$ cat config.mk
export PLATFORM = sky130hd
export DESIGN_NAME = dcache_req_resp
export DESIGN_NICKNAME = d
export VERILOG_FILES = /design/src/rtl/dcache_req_resp_pkg.sv /design/src/rtl/dcache_req_resp_load_align.sv /design/src/rtl/dcache_req_resp.sv
export SDC_FILE = /design/constraint.sdc
export NUM_CORES = 1
export LEC_CHECK = 0
export CAP_MARGIN = 5
export CORE_MARGIN = 4
export CORE_UTILIZATION = 40
export DETAILED_ROUTE_END_ITERATION = 16
export PLACE_DENSITY_LB_ADDON = 0.2
export SLEW_MARGIN = 20
export SYNTH_ARGS = -nofsm -noshare
export SYNTH_HDL_FRONTEND = slang
export SYNTH_SLANG_ARGS = --single-unit
$ cat constraint.sdc
create_clock -name clk -period 7.8 [get_ports clk]
set_input_delay 1.17 -clock clk [delete_from_list [all_inputs] [get_ports clk]]
set_output_delay 1.17 -clock clk [all_outputs]
set_load 0.02 [all_outputs]
$ cat src/rtl/dcache_req_resp_pkg.sv
// Shared CPU package: memory-stage FSM encoding, decode constants and the latched request record.
package dcache_req_resp_pkg;

  typedef enum logic [1:0] {S_IDLE, S_REQ, S_WAIT, S_DRAIN} dc_state_e;

  localparam logic [3:0] OP_MEM   = 4'd5;
  localparam logic [3:0] OP_ATOM  = 4'd6;
  localparam logic [3:0] OP_CACHE = 4'd9;

  localparam logic [4:0] SUB_LD_B  = 5'd0;
  localparam logic [4:0] SUB_LD_H  = 5'd1;
  localparam logic [4:0] SUB_LD_W  = 5'd2;
  localparam logic [4:0] SUB_ST_B  = 5'd3;
  localparam logic [4:0] SUB_ST_H  = 5'd4;
  localparam logic [4:0] SUB_ST_W  = 5'd5;
  localparam logic [4:0] SUB_LD_BU = 5'd6;
  localparam logic [4:0] SUB_LD_HU = 5'd7;
  localparam logic [4:0] SUB_PRELD = 5'd8;
  localparam logic [4:0] SUB_LL_W  = 5'd11;
  localparam logic [4:0] SUB_SC_W  = 5'd12;

  typedef struct packed {
    logic [31:0] addr;
    logic [31:0] din;
    logic        typ;
    logic [3:0]  wstrb;
    logic [1:0]  size;
    logic [3:0]  op;
    logic [4:0]  sub;
    logic [4:0]  rd;
  } mem_req_t;

  // Stores, preload, cache maintenance and misaligned halves complete silently.
  function automatic logic has_wb(input mem_req_t r);
    logic wb;
    wb = 1'b1;
    if (r.op == OP_MEM && (r.sub == SUB_ST_B || r.sub == SUB_ST_H ||
                           r.sub == SUB_ST_W || r.sub == SUB_PRELD)) wb = 1'b0;
    if (r.op == OP_CACHE) wb = 1'b0;
    if (r.size == 2'd1 && r.wstrb == 4'd0) wb = 1'b0;
    return wb;
  endfunction

endpackage

$ cat src/rtl/dcache_req_resp_load_align.sv
// Load lane select and sign/zero extension of the returned cache word.
module load_align
  import dcache_req_resp_pkg::*;
(
  input  logic [31:0] rdata,
  input  logic [1:0]  lane,
  input  logic [4:0]  sub,
  output logic [31:0] data
);
  logic [3:0][7:0] bytes;
  logic [7:0]      b;
  logic [15:0]     h;

  assign bytes = rdata;
  assign b     = bytes[lane];
  assign h     = lane[1] ? rdata[31:16] : rdata[15:0];

  always_comb begin
    data = rdata;
    case (sub)
      SUB_LD_B:  data = {{24{b[7]}}, b};
      SUB_LD_H:  data = {{16{h[15]}}, h};
      SUB_LD_BU: data = {24'd0, b};
      SUB_LD_HU: data = {16'd0, h};
      default:   data = rdata;
    endcase
  end
endmodule

$ cat src/rtl/dcache_req_resp.sv
// MEM-stage data cache request/response sequencer with LL/SC flag and flush handling.
module dcache_req_resp
  import dcache_req_resp_pkg::*;
(
  input  logic        clk,
  input  logic        rst,
  input  logic        pipe_valid,
  output logic        pipe_ready,
  input  logic [31:0] pipe_addr,
  input  logic [31:0] pipe_din,
  input  logic        pipe_type,
  input  logic [3:0]  pipe_wstrb,
  input  logic [1:0]  pipe_size,
  input  logic [31:0] pipe_ctr,
  input  logic [4:0]  pipe_rd,
  input  logic        flush,
  input  logic        llbit_clr,
  output logic        dcache_valid,
  input  logic        dcache_ready,
  output logic [31:0] dcache_addr,
  output logic [31:0] dcache_din,
  output logic        dcache_type,
  output logic [3:0]  dcache_wstrb,
  output logic [1:0]  dcache_size,
  input  logic        dcache_rvalid,
  input  logic [31:0] dcache_rdata,
  output logic        wb_valid,
  output logic [4:0]  wb_rd,
  output logic [31:0] wb_data,
  output logic        busy,
  output logic        llbit
);
  dc_state_e   state, state_nxt;
  mem_req_t    lat;
  logic        accept, is_sc_in, sc_fail, resp, lat_is_ll, lat_is_sc;
  logic [31:0] ld_data;
  logic        unused_ctr;

  assign unused_ctr = ^{pipe_ctr[31:12], pipe_ctr[6:4]};

  assign is_sc_in  = (pipe_ctr[3:0] == OP_ATOM) && (pipe_ctr[11:7] == SUB_SC_W);
  assign accept    = (state == S_IDLE) && pipe_valid && !flush;
  // A failed sc.w never reaches the cache; it answers 0 straight from IDLE.
  assign sc_fail   = accept && is_sc_in && !llbit;
  assign resp      = (state == S_WAIT) && dcache_rvalid && !flush;
  assign lat_is_ll = (lat.op == OP_ATOM) && (lat.sub == SUB_LL_W);
  assign lat_is_sc = (lat.op == OP_ATOM) && (lat.sub == SUB_SC_W);

  assign dcache_addr  = lat.addr;
  assign dcache_din   = lat.din;
  assign dcache_type  = lat.typ;
  assign dcache_wstrb = lat.wstrb;
  assign dcache_size  = lat.size;

  load_align u_align (
    .rdata (dcache_rdata),
    .lane  (lat.addr[1:0]),
    .sub   (lat.sub),
    .data  (ld_data)
  );

  always_comb begin
    state_nxt    = state;
    pipe_ready   = 1'b0;
    dcache_valid = 1'b0;
    busy         = 1'b1;
    case (state)
      S_IDLE: begin
        pipe_ready = 1'b1;
        busy       = pipe_valid;
        if (accept && !sc_fail) state_nxt = S_REQ;
      end
      S_REQ: begin
        dcache_valid = 1'b1;
        // A flush racing the handshake still owes us a response, so drain it.
        if (flush)             state_nxt = dcache_ready ? S_DRAIN : S_IDLE;
        else if (dcache_ready) state_nxt = S_WAIT;
      end
      S_WAIT: begin
        if (dcache_rvalid) state_nxt = S_IDLE;
        else if (flush)    state_nxt = S_DRAIN;
      end
      S_DRAIN: if (dcache_rvalid) state_nxt = S_IDLE;
      default: state_nxt = S_IDLE;
    endcase
  end

  always_ff @(posedge clk or posedge rst) begin
    if (rst) begin
      state    <= S_IDLE;
      lat      <= '0;
      llbit    <= 1'b0;
      wb_valid <= 1'b0;
      wb_data  <= 32'd0;
      wb_rd    <= 5'd0;
    end else begin
      state    <= state_nxt;
      wb_valid <= 1'b0;
      if (accept && !sc_fail)
        lat <= '{addr: pipe_addr, din: pipe_din, typ: pipe_type, wstrb: pipe_wstrb,
                 size: pipe_size, op: pipe_ctr[3:0], sub: pipe_ctr[11:7], rd: pipe_rd};
      if (sc_fail) begin
        wb_valid <= 1'b1;
        wb_data  <= 32'd0;
        wb_rd    <= pipe_rd;
      end else if (resp && has_wb(lat)) begin
        wb_valid <= 1'b1;
        wb_rd    <= lat.rd;
        wb_data  <= lat_is_sc ? 32'd1 : ld_data;
      end
      if (llbit_clr)               llbit <= 1'b0;
      else if (resp && lat_is_ll)  llbit <= 1'b1;
      else if (resp && lat_is_sc)  llbit <= 1'b0;
    end
  end
endmodule

# Word-level counts from Yosys, hierarchy flattened
# Index checks and enable logic that the tools add are counted.
[classes] magnitude_cmp=1 div_mod_pow=0 bitwise=0 n_eq_ne=22 shifts=0 mul=0 reduce_logical=27 n_addsub=0 n_mux=29
[ops] cell="$pmux W32 S4" n=1
[ops] cell="$mux W32" n=3
[ops] cell="$eq A5 B3 Y1 const B" n=4
[ops] cell="$eq A5 B4 Y1 const B" n=4
[ops] cell="$bmux W8 S2" n=1
[ops] cell="$mux W16" n=1
[ops] cell="$logic_and A1 B1 Y1" n=15
[ops] cell="$mux W2" n=7
[ops] cell="$eq A4 B3 Y1 const B" n=3
[ops] cell="$mux W1" n=12
[ops] cell="$mux W5" n=2
[ops] cell="$mux W8" n=1
[ops] cell="$pmux W2 S4" n=1
[ops] cell="$ne A3 B3 Y1 const B" n=2
[ops] cell="$eq A5 B1 Y1 const B" n=1
[ops] cell="$eq A5 B2 Y1 const B" n=1
[ops] cell="$logic_not A5 Y1" n=1
[ops] cell="$eq A2 B1 Y1 const B" n=2
[ops] cell="$eq A2 B2 Y1 const B" n=2
[ops] cell="$eq A4 B4 Y1 const B" n=1
[ops] cell="$logic_not A4 Y1" n=1
[ops] cell="$reduce_and A4 Y1" n=1
[ops] cell="$logic_not A1 Y1" n=3
[ops] cell="$logic_or A1 B1 Y1" n=3
[ops] cell="6 further kinds" n=6
[totals] latchBits=0 regBits=126 output_inout_bits=113 rom_bits=0 inputBits=147 mem_bits_rw=0 n_memories=0 elab_cells=92

# Logic depth before layout (Yosys ltp)
[depth] word_depth=12 mapped_depth=8

# Cells and area by module
# Synthesis repeated with hierarchy kept, for this count alone.
[unflattened] hier_cells=580 hier_area_um2=6605.1
[by_module_without_submodules] mod="dcache_req_resp" seq_area_each_um2=3153.0 instances=1 area_each_um2=5972.0 cells_each=474
[by_module_without_submodules] mod="load_align" seq_area_each_um2=0.0 instances=1 area_each_um2=633.1 cells_each=106

# Least setup slack after synthesis
# OpenSTA, ideal clock, no wires.
[synth_timing] path_kind="input to output" start="in pipe_valid" end="out busy" arrival_ps=1573 cell_stages=1 slack_ps=5057 path_cell_list="or3_1"
[synth_via] elab_chain_cells=1
[synth_rtl] item="start, declared" line_no="dcache_req_resp.sv:7" rtl="input logic pipe_valid,"
[synth_rtl] item="$mux W1" line_no="dcache_req_resp.sv:67" rtl="case (state)"
[synth_rtl] item="end, declared" line_no="dcache_req_resp.sv:30" rtl="output logic busy,"
# No other way between the ends.

# Worst setup path in the final report
[layout_timing] start="in flush" end="reg lat, in the netlist dcache_din[29]"
[layout_via] elab_chain_cells=6
[layout_rtl] item="start, declared" line_no="dcache_req_resp.sv:16" rtl="input logic flush,"
[layout_rtl] item="$logic_not A1 Y1 *" line_no="dcache_req_resp.sv:42" rtl="assign accept = (state == S_IDLE) && pipe_valid && !flush;"
[layout_rtl] item="$logic_and A1 B1 Y1 *" line_no="dcache_req_resp.sv:42"
[layout_rtl] item="$logic_and A1 B1 Y1 (2 in a row)" line_no="dcache_req_resp.sv:44" rtl="assign sc_fail = accept && is_sc_in && !llbit;"
[layout_rtl] item="$logic_not A1 Y1" line_no="dcache_req_resp.sv:99" rtl="if (accept && !sc_fail)"
[layout_rtl] item="$logic_and A1 B1 Y1 *" line_no="dcache_req_resp.sv:99"
[layout_rtl] item="end signal, assigned" line_no="dcache_req_resp.sv:100" rtl="lat <= '{addr: pipe_addr, din: pipe_din, typ: pipe_type, wstrb: pipe_wstrb,"
[layout_rtl] item="end, declared" line_no="dcache_req_resp.sv:34" rtl="mem_req_t lat;"
# Every way passes the cells marked *; elsewhere a longest branch is shown, timed or not.
# A chain may end at the register's enable or synchronous reset.

==> results.txt <==
----------------------------------------------------
[Status]
  Run status ... complete, no violations

[Finish]
  Layout cells sized above 1 ... a little under a fifth
  # nets final ... 831
  Growth of design area from synthesis to finish ... 40.5%
  Diode insertion count for antenna repair ... 0
  Fillers ... between 1000 and 1500

[Setup path]
  Largest delay share family, worst path ... buffers and inverters
  Crit Path Class ... in2reg
  Sum of buffers and inverters on the critical path ... 3
  Worst endpoint required time ... roughly 8.1 ns
  Critical Path Source Type ... input pin
  Slowest cell on the critical path ... buf_4
  Kind of end point of the critical path ... register
  Worst path cell trace ... clkdlybuf4s50_1, nor4b_4, inv_2, a31oi_4, buf_4, mux2_2
  FF-to-FF setup slack ... 4.94 ns
  Slowest Stage Delay on Critical Path ... ~0.77 ns
  Critical path data arrival time ... 3.91 ns
  Maximum fanout along the worst path ... 73

[Floorplanning]
  Number of primary I/O pins ... 260
  Starting utilization of the core area ... roughly two fifths
  Die Y ... between 100 and 150 um
  Number of cell rows ... 45
  Horiz. Die Dim ... ~130 um
  DIE AREA ... between 0.015 and 0.02 sq mm
  Area inside the core boundary ... roughly 0.015 sq mm

[Power and ir drop]
  Total power after layout ... around 3.7 mW
  Standby leakage power ... approximately 3.7 nW
  Pwr Density ... 422 mW/mm^2
  Worst supply voltage drop on vdd ... 0.000193 V

[Clock network]
  Clock latency at the later pin of the worst-skew pair ... around 0.40 ns
  Clock tree root driver cell ... clkbuf_16
  Hold_buf cts ... 0
  Clock Sink Count ... between 100 and 150
  Clock tree from TritonCTS ... built
  Number of levels in the clock H-tree ... 4
  Post-cts gate resize count ... 0
  Post-CTS Repair Setup Buffers ... 0
  Total clock buffers created by CTS ... 17
  Maximum buffer depth of the clock tree ... 2
  Clock transition time at the flip-flop clock pins of the worst setup and hold paths ... 0.05 ns

[Synthesis]
  Leading post-synthesis cells by instance count ... dfrtp_1 (126), mux2_2 (78), buf_4 (76), nor2_1 (57), nand2_1 (32)
  Most frequent cell after synthesis ... dfrtp_1
  Post-synth net total ... between 600 and 700
  Ys async rst share ... 100%
  Mapped Area ... ~0.0062 sq mm
  Fraction of the yosys area taken by sequential cells ... about half
  Syn. warnings ... 0
  Area leader, netlist ... dfrtp_1
  Top FF cell, synth ... dfrtp_1
  Number of enable flip-flop cells after synthesis ... 0
  Library cells used by synthesis ... between 50 and 60
  Cell types with the largest area share after synthesis ... dfrtp_1 (51%), mux2_2 (14%), buf_4 (9.2%), nor2_1 (3.4%), a32o_1 (2.6%)
  Average cell area after synthesis ... ~12 sq um
  Total of flip-flops plus latches after synthesis ... approximately 130
  Cells after synthesis ... between 500 and 600
  Top cell type's share of synthesized area ... 50.8%

[Routing]
  Antenna violation net count after detailed routing ... 0
  Post-DR vias/cell ... a little over 5
  DRC Markers ... 0
  Routed length per instance ... between 15 and 20 um
  Initial drt markers ... approximately 180
  Final routed wirelength across all metal layers ... around 16 mm
  Number of iterations in the first detailed-routing pass ... 4
  Total number of vias ... 4470

[STA]
  Setup Total Neg Slack ... 0 ns
  Post-route minimum period ... between 3 and 4 ns
  Fin. Hold Viols ... 0
  Count of final setup violators ... 0
  Max frequency ... ~0.28 GHz
  Slew @ Worst Pin ... between 0.9 and 1 ns
  Fin. max-slew vios ... 0
  Max Clock Skew ... around 0.009 ns
  Slew Limit Headroom ... 39.2%
  Setup repair after global routing missed its margin ... false
  Crit share post-route ... a little under half

[Placement]
  DP Wirelength ... roughly 12 mm
  Input/output buffers ... roughly 240
  Placer congestion estimate ... 0.868

[Run]
  # Max-Cap Violations ... 0

[Global routing]
  Via count of the first global-routing pass ... between 4000 and 5000
  Number of antenna violations at the first check in global routing ... 0
  Overflow after GRT ... 0
  Global Route Usage Sum ... 17.9%
  Wire length of the first global-routing pass ... ~25 mm
  Pin count of the biggest net entering global routing ... 74

[Hold path]
  Hold crit path type ... reg2reg

----------------------------------------------------
[worst reg2reg max path: cells and delay by family (launching register included)]
family / cells / cell delay (ns)
buffers and inverters: 2 / 0.86
flip-flops: 1 / 0.46
multiplexers: 1 / 0.51
AND/OR/NAND/NOR: 1 / 0.44
AO/OA/AOI/OAI: 1 / 0.48
[cell usage in the layout, fill, tap and decap left out, types with 3 or more instances in the layout]
cell,n
mux2_2,78
and4bb_2,3
nand2b_1,6
inv_1,4
clkinv_2,3
a32o_1,16
o22ai_1,6
o31ai_1,7
bufinv_16,3
nor2_1,57
a2111oi_2,3
dfrtp_1,126
a2111oi_1,4
nand2_1,32
clkbuf_1,3
a21o_1,14
o21ai_0,7
mux2i_1,8
clkdlybuf4s50_1,236
nand3_1,7
buf_4,3
mux2_1,11
clkbuf_16,17
[routing by layer]
layer	track usage, %	part of all wire [%]
met1	22.8	43
met2	29.4	49
met3	4.60	5.4
met4	7.04	2.8
met5	0	0
[final timing paths]
kind / cells past startpoint / end / startpoint
hold reg to reg: 1 / wb_data[10] / wb_data[10]
min in group asynchronous: 2 / dcache_din[1] / rst
setup reg to reg: 5 / dcache_din[29] / state[0]
max in group asynchronous: 3 / state[0] / rst
setup / recovery: 6 / dcache_din[29] / flush
hold / removal: 1 / wb_data[10] / wb_data[10]
[metrics by stage]
step / utilization, % / setup slack (ns) / hold WS [ns] / cells / area (sq um)
2_1_floorplan: - / 3.27 / 0.442 / 525 / 6210
3_3_place_gp: 53.6 / 3.81 / 0.459 / 853 / 8150
3_5_place_dp: 53.6 / 3.74 / 0.465 / 853 / 8150
4_1_cts: 57.4 / 4.16 / 0.477 / 882 / 8730
5_1_grt: 57.4 / 4.00 / 0.487 / 882 / 8730
6_report: 57.4 / 4.17 / 0.474 / 882 / 8730
[registers in the layout (all words and copies together), names as in the netlist]
signal        cells
dcache_addr      32
wb_data          32
lat              14
wb_valid          1
dcache_din       32
dcache_size       2
dcache_type       1
llbit             1
wb_rd             5
state             2
dcache_wstrb      4
[cell type report]
cell class	count	area [sq um]	share of cell area (%)
sequential	126	3150	36.1
multi-input combinational	294	2350	26.9
inverter	6	25.0	0.287
timing repair buffer	239	2380	27.3
tap	188	235	2.69
clock buffer	22	464	5.32
clock inverter	7	114	1.30
[power breakdown]
part	internal, mW	total (mW)	switching, mW
Combinational	0.886	1.71	0.821
Clock	0.513	0.776	0.263
Sequential	0.981	1.20	0.216
Total	2.38	3.68	1.30
[cells by family after synthesis]
| logic type | Yosys count | synth area share (%) |
|---|---|---|
| flops | 126 | 50.8 |
| simple gates | 124 | 9.97 |
| buf+inv | 105 | 11.4 |
| mux | 97 | 17.4 |
| compound gates | 72 | 10.3 |
| xor+xnor | 1 | 0.141 |
No activity file was read; power rests on OpenSTA's default activity.
